--- config.mk ---
export PLATFORM = sky130hd
export DESIGN_NAME = inst_prefetch_queue
export DESIGN_NICKNAME = d
export VERILOG_FILES = /design/src/rtl/inst_prefetch_queue.sv
export SDC_FILE = /design/constraint.sdc
export NUM_CORES = 1
export LEC_CHECK = 0
export ABC_AREA = 0
export BUFFER_PORTS_ARGS = -buffer_cell sky130_fd_sc_hd__buf_2
export CAP_MARGIN = 20
export CORE_UTILIZATION = 55
export CTS_BUF_LIST = sky130_fd_sc_hd__clkbuf_8
export DETAILED_ROUTE_END_ITERATION = 10
export PLACE_DENSITY = 0.77
export SYNTH_ARGS = -nofsm -noshare
export SYNTH_HDL_FRONTEND = slang
export SYNTH_SLANG_ARGS = --single-unit
--- constraint.sdc ---
create_clock -name clk -period 5.6 [get_ports clk]
set_input_delay 1.12 -clock clk [delete_from_list [all_inputs] [get_ports clk]]
set_output_delay 1.12 -clock clk [all_outputs]
set_load 0.05 [all_outputs]
--- src/rtl/inst_prefetch_queue.sv ---
`default_nettype none
// +----------------------------------------------------------------------------+
// | inst_prefetch_queue                                                        |
// | Sequential instruction prefetch FIFO between the instruction RAM and IF/ID |
// | Revision: 1.0                                                              |
// +----------------------------------------------------------------------------+
module inst_prefetch_queue #(
  parameter int          DEPTH    = 4,
  parameter logic [31:0] RESET_PC = 32'h8000_0000
) (
  input  logic                           clk,
  input  logic                           rst,
  input  logic                           redirect_valid,
  input  logic [31:0]                    redirect_addr,
  output logic                           iread_ce,
  output logic [31:0]                    iram_addr,
  input  logic [31:0]                    ram_inst,
  input  logic                           irom_fin,
  input  logic                           out_ready,
  output logic                           out_valid,
  output logic [31:0]                    out_inst,
  output logic [31:0]                    out_pc,
  output logic [31:0]                    out_next_pc,
  output logic [$clog2(DEPTH+1)-1:0]     fifo_count
);

  localparam int AW = $clog2(DEPTH);
  localparam int CW = $clog2(DEPTH+1);
  localparam logic [CW-1:0] c_depth = CW'(DEPTH);

  localparam logic [1:0] c_st_idle = 2'd0;
  localparam logic [1:0] c_st_req  = 2'd1;
  localparam logic [1:0] c_st_drop = 2'd2;

  logic [1:0]    r_state;
  logic          r_iread_ce;
  logic [31:0]   r_iram_addr;
  logic [31:0]   r_fetch_pc;
  logic [AW-1:0] r_head;
  logic [AW-1:0] r_tail;
  logic [CW-1:0] r_count;
  logic [31:0]   r_mem_inst [DEPTH];
  logic [31:0]   r_mem_pc   [DEPTH];

  logic          w_pop;
  logic          w_push;
  logic [CW-1:0] w_count_next;
  logic          w_room;
  logic [31:0]   w_pc_inc;

  assign out_valid    = (r_count != '0);
  assign w_pop        = out_valid & out_ready & ~redirect_valid;
  assign w_push       = (r_state == c_st_req) & irom_fin & ~redirect_valid;
  assign w_count_next = r_count + CW'(w_push) - CW'(w_pop);
  assign w_room       = (w_count_next < c_depth);
  assign w_pc_inc     = r_fetch_pc + 32'd4;

  // Head data is forced to zero when empty so the outputs read as zero out of reset.
  assign out_inst    = out_valid ? r_mem_inst[r_head] : 32'd0;
  assign out_pc      = out_valid ? r_mem_pc[r_head] : 32'd0;
  assign out_next_pc = out_valid ? (r_mem_pc[r_head] + 32'd4) : 32'd0;
  assign fifo_count  = r_count;
  assign iread_ce    = r_iread_ce;
  assign iram_addr   = r_iram_addr;

  always_ff @(posedge clk) begin
    if (w_push) begin
      r_mem_inst[r_tail] <= ram_inst;
      r_mem_pc[r_tail]   <= r_fetch_pc;
    end
  end

  always_ff @(posedge clk) begin
    if (!rst) begin
      r_state     <= c_st_idle;
      r_iread_ce  <= 1'b0;
      r_iram_addr <= 32'd0;
      r_fetch_pc  <= RESET_PC;
      r_head      <= '0;
      r_tail      <= '0;
      r_count     <= '0;
    end else if (redirect_valid) begin
      r_head     <= '0;
      r_tail     <= '0;
      r_count    <= '0;
      r_fetch_pc <= redirect_addr;
      // An issued RAM access cannot be aborted; its data is discarded on arrival.
      if ((r_state != c_st_idle) && !irom_fin) begin
        r_state <= c_st_drop;
      end else begin
        r_state    <= c_st_idle;
        r_iread_ce <= 1'b0;
      end
    end else begin
      if (w_pop) begin
        r_head <= r_head + AW'(1);
      end
      if (w_push) begin
        r_tail <= r_tail + AW'(1);
      end
      r_count <= w_count_next;
      case (r_state)
        c_st_idle: begin
          if (w_room) begin
            r_state     <= c_st_req;
            r_iread_ce  <= 1'b1;
            r_iram_addr <= r_fetch_pc;
          end
        end
        c_st_req: begin
          if (irom_fin) begin
            r_fetch_pc <= w_pc_inc;
            if (w_room) begin
              r_iram_addr <= w_pc_inc;
            end else begin
              r_state    <= c_st_idle;
              r_iread_ce <= 1'b0;
            end
          end
        end
        c_st_drop: begin
          if (irom_fin) begin
            r_state    <= c_st_idle;
            r_iread_ce <= 1'b0;
          end
        end
        default: begin
          r_state    <= c_st_idle;
          r_iread_ce <= 1'b0;
        end
      endcase
    end
  end

endmodule
`default_nettype wire

# After elaboration in Yosys (flattened, before gate mapping)
# Memory sizes are Yosys's and may differ from the RTL's. A register that Yosys moved wholly into a read port is not among the register bits.
# Cells that the tools add are included.
op_classes:
  n_addsub: 6
  multipliers: 0
  div: 0
  n_lt_le_gt_ge: 1
  n_eq_ne: 10
  n_shift: 0
  n_mux: 30
  bitwise_logic: 6
  n_reduce_logical: 13
op_table:
  columns: ["cell", "count"]
  rows:
  - ["$mux W32", 9]
  - ["$add A32 B3 Y32 const B", 2]
  - ["$pmux W32 S2", 1]
  - ["$mux W2", 10]
  - ["$ne A3 B3 Y1 const B", 4]
  - ["$reduce_and A5 Y1", 2]
  - ["$mux W1", 8]
  - ["$ne A2 B2 Y1 const B", 4]
  - ["$reduce_bool A2 Y1", 4]
  - ["$pmux W2 S3", 1]
  - ["$add A2 B1 Y2 const B", 2]
  - ["$and A1 B1 Y1", 4]
  - ["$reduce_and A4 Y1", 1]
  - ["$add A3 B1 Y3", 1]
  - ["$lt A3 B3 Y1 const B", 1]
  - ["$pmux W1 S3", 1]
  - ["$reduce_bool A3 Y1", 1]
  - ["$sub A3 B1 Y3", 1]
  - ["$eq A2 B1 Y1 const B", 1]
  - ["$eq A2 B2 Y1 const B", 1]
  - ["$logic_not A2 Y1", 1]
  - ["$not A1 Y1", 2]
  - ["$reduce_and A2 Y1", 1]
  - ["$reduce_or A2 Y1", 1]
  - ["other kinds (2)", 2]
word_totals:
  regBits: 74
  latchBits: 0
  mem_bits_rw: 256
  romBits: 0
  in_bits: 69
  output_inout_bits: 133
  word_cells: 75
  mem_count: 2
memory_table:
  columns: ["name", "words", "word_bits", "rd", "rd_ports_with_merged_regs", "write_ports", "line", "source"]
  rows:
  - ["r_mem_inst", 4, 32, 1, 1, 1, "42", "logic [31:0] r_mem_inst [DEPTH];"]
  - ["r_mem_pc", 4, 32, 1, 1, 1, "43", "logic [31:0] r_mem_pc [DEPTH];"]

# Depth between registers and ports, before layout
depth:
  word_depth: 10
  ltp_mapped: 15

# Worst setup path after synthesis
# Ideal clock, no wire load.
synth_timing:
  path_type: "input -> register"
  start: "in irom_fin"
  end: "reg r_iram_addr[1], in the netlist iram_addr[1]"
  setup_time_ns: 0.128
  arrival_time_ns: 4.315
  slack_ns: 1.157
  stages: 15
  path_buffers: 3
  path_cell_list: "buf_2 -> nand3b_1 -> clkbuf_1 -> nor2_1 -> inv_1 -> ha_1 -> inv_1 -> ha_1 -> fa_1 -> xnor2_1 -> xor2_1 -> nor4b_2 -> clkbuf_1 -> mux2i_1 -> nor2_1"
synth_via:
  elab_chain_len: 7
synth_lines:
  columns: ["item", "line", "source"]
  rows:
  - ["start: declaration", "18", "input logic irom_fin,"]
  - ["$and A1 B1 Y1 (2 in a row)", "53", "assign w_push = (r_state == c_st_req) & irom_fin & ~redirect_valid;"]
  - ["$add A3 B1 Y3", "54", "assign w_count_next = r_count + CW'(w_push) - CW'(w_pop);"]
  - ["$sub A3 B1 Y3", "54", null]
  - ["$lt A3 B3 Y1", "55", "assign w_room = (w_count_next < c_depth);"]
  - ["$ne A2 B2 Y1 (no line)", null, null]
  - ["$reduce_and A5 Y1 (no line) (*)", null, null]
  - ["end signal: assignment", "107", "r_iram_addr <= r_fetch_pc;"]
  - ["end signal: assignment", "114", "r_iram_addr <= w_pc_inc;"]
  - ["end: declaration", "37", "logic [31:0] r_iram_addr;"]
# Every way passes the cells marked *; elsewhere a longest branch is shown, timed or not.
# A chain may end at the register's enable or synchronous reset.

==> impl_metrics.yaml <==
critical_path:
  slowest_stage: "dfxtp_4"
  crit-reg2reg-launch: "fifo_count[2]"
  cp.arrival_ns: 3.81
  path_class: "flip-flop to output pin"
  worstSetupEndpointType: "output pin"
  start_kind: "flip-flop"
  reg2reg_depth: 15
  crit_cells: 7
  critical-path-top-delay-family: "simple AND/OR/NAND/NOR gates"
  slowest_delay_ns: 0.83
  worst_ep_required_time_ns: 4.48
  r2r_setup_slack_ns: 1.80
  path_max_fanout: 35
  path_cells: "buf_4 -> mux4_1 -> nand4_1 -> or4_1 -> nor3_1 -> mux2_2 -> buf_2"
  critPathBufInv: 2
clocking:
  root_buffer: "clkbuf_8"
  post-cts-setup-buffers: 0
  cts_tree: "built"
  clk_pin_slew_ns: 0.06
  cts_made_buffers: 52
  hold_buffers: 0
  htreeDepth: 2
  clock_path_buffers: 3
  clock_latency_ns: 0.58
  numClockSinks: 332
  post_cts_resized: 0
logic_synthesis:
  synthArstFlopShare_pct: 0
  synth_area_per_cell_sq_um: 14.5
  synth_flop_cell: "edfxtp_1"
  synth_edf_count: 256
  syn_nets: 1063
  yosys_warnings: 0
  syn_inst: 985
  synth_cell_types: 53
  seq_area_frac_synth_pct: 64.3
  ys_ff_latch: 332
  syn_area_sq_um: 14300
grt:
  antenna_found_initial: 0
  grt_max_degree: 64
  grt_use_total_pct: 23.7
  overflow: 0
  grt_pass1_wl_microns: 48000
  grt_pass1_vias: 8786
timing:
  setup_viol: 0
  max_freq_mhz: 203
  hold_viol: 0
  rsz0062_at_grt: "no"
  slew_violations: 0
  slew_headroom_pct: 32.5
  finClkSkew_ns: 0.0285
  worst_slew_pin_slew_ns: 1.01
  min_period_over_period_pct: 88.0
  setup_slack_ns: 0.673
  layout_min_cycle_time_ns: 4.93
  fin_tns_setup_ns: 0
finish:
  multi_input_area_sq_um: 4750
  final-seq-area_sq_um: 9210
  final_common_cell: "edfxtp_1"
  finalNetCount: 1276
  mostFrequentLayoutCells: "edfxtp_1 (256), buf_2 (201), nor2_1 (81)"
  antennaDiodeCount: 0
  drive_above_1_share_pct: 29.7
  area_delta_synth_final_pct: 16.2
  n_fill_cell: 1784
detailed_routing:
  vias_per_cell: 5.77
  route.detailed.drc: 0
  drtIter0Drc: 798
  wl_microns: 31200
  ant_nets: 0
  wl_per_cell_microns: 19.9
  vias: 9060
  drt_pre_antenna_iters: 5
status:
  status: "finished, final reports clean"
floorplan:
  die_width_microns: 163
  die_height_microns: 163
  start_util_pct: 56.5
  dieArea_sq_um: 26700
  io_pins: 202
  core_area_sq_um: 25300
  rows: 58
pwr:
  power_leakage_nw: 6.11
  p_per_area_nw_per_um2: 308
  ir_drop_v: 0.000195
placed_design:
  portBuffers: 201
  place_ws_ns: 1.26
  dp_hpwl_microns: 20300
  gp_congestion: 0.886
hold_path:
  hold_class: "flip-flop to flip-flop"
  worstHoldStart: "iram_addr[0]"
  hold_depth: 2
job:
  cap_violations: 0
## final timing paths
path | to
max reg2reg | iram_addr[9]
min | iram_addr[0]
min reg2reg | iram_addr[0]
max | out_next_pc[27]
## power breakdown
part | internal [mW] | switching (mW) | total (mW) | leakage (nW)
Combinational | 0.101 | 0.230 | 0.331 | 2.55
Sequential | 2.70 | 0.0619 | 2.76 | 2.96
Clock | 1.12 | 0.906 | 2.02 | 0.600
## metal layers
layer	GRT usage, %	vias up	share of wire (%)
met5	0	-	0
met4	6.37	0	1.3
met3	4.65	37	8.7
met2	36.2	404	45
met1	34.8	4450	45
li1	-	4169	-
## final cells by class
class                      count  share of cell area [%]
clock buffer                  53                    4.39
clock inverter                42                    1.87
inverter                      15                   0.339
multi-input combinational    577                    28.6
sequential                   332                    55.4
tap                          330                    2.48
timing repair buffer         220                    6.91
## tightest hold or removal path: cells and delay by family (launching register included)
kind          cells  cell delay, ns
flops             1            0.33
mux               1            0.07
simple gates      1            0.07
## registers in the layout, summed over array words and instances (netlist names), named ones only
register and flops:
r_tail 2, r_head 2, r_mem_pc 128, r_mem_inst 128, fifo_count 3, iread_ce 1
r_fetch_pc 32, r_state 2, iram_addr 32
## cell families (layout without fill, tap and decap cells)
group	after synthesis	in the layout	share of synthesized area, %
simple gates	309	309	11.6
compound gates	97	97	3.94
mux	89	89	12.2
xor+xnor	73	73	4.47
fa+ha+maj	9	9	0.839
buf+inv	76	330	2.58
flops	332	332	64.3
## Yosys cell counts (all sizes together) (8+ instances only)
master / n / area share, %
dfxtp: 76 / 11
a21oi: 36 / 1.3
a211oi: 19 / 1.0
clkbuf: 43 / 1.3
mux2: 14 / 1.1
edfxtp: 256 / 54
o21ai: 34 / 1.2
mux4: 64 / 10
ha: 8 / 0.70
nand3: 25 / 0.87
and4: 8 / 0.49
and3: 9 / 0.39
inv: 13 / 0.34
nand2: 31 / 0.81
nor4: 13 / 0.61
nor2: 81 / 2.1
nor3: 23 / 0.84
xor2: 36 / 2.2
nand4: 24 / 1.1
and2: 70 / 3.1
xnor2: 37 / 2.3
buf: 18 / 0.85
mux2i: 11 / 0.77
## per-stage QoR
| step | total power, mW | util [%] | instances | hold WS (ns) | area [sq um] |
|---|---|---|---|---|---|
| after global placement | 3.13 | 61.5 | 1474 | 0.471 | 15600 |
| after global routing | 5.28 | 65.7 | 1569 | 0.525 | 16600 |
| after CTS | 5.15 | 65.7 | 1569 | 0.503 | 16600 |
| final | 5.12 | 65.7 | 1569 | 0.501 | 16600 |
| after detailed placement | 3.14 | 61.5 | 1474 | 0.488 | 15600 |
| after floorplan | 3.03 | - | 985 | 0.458 | 14300 |
(Power assumes the default switching activity.)
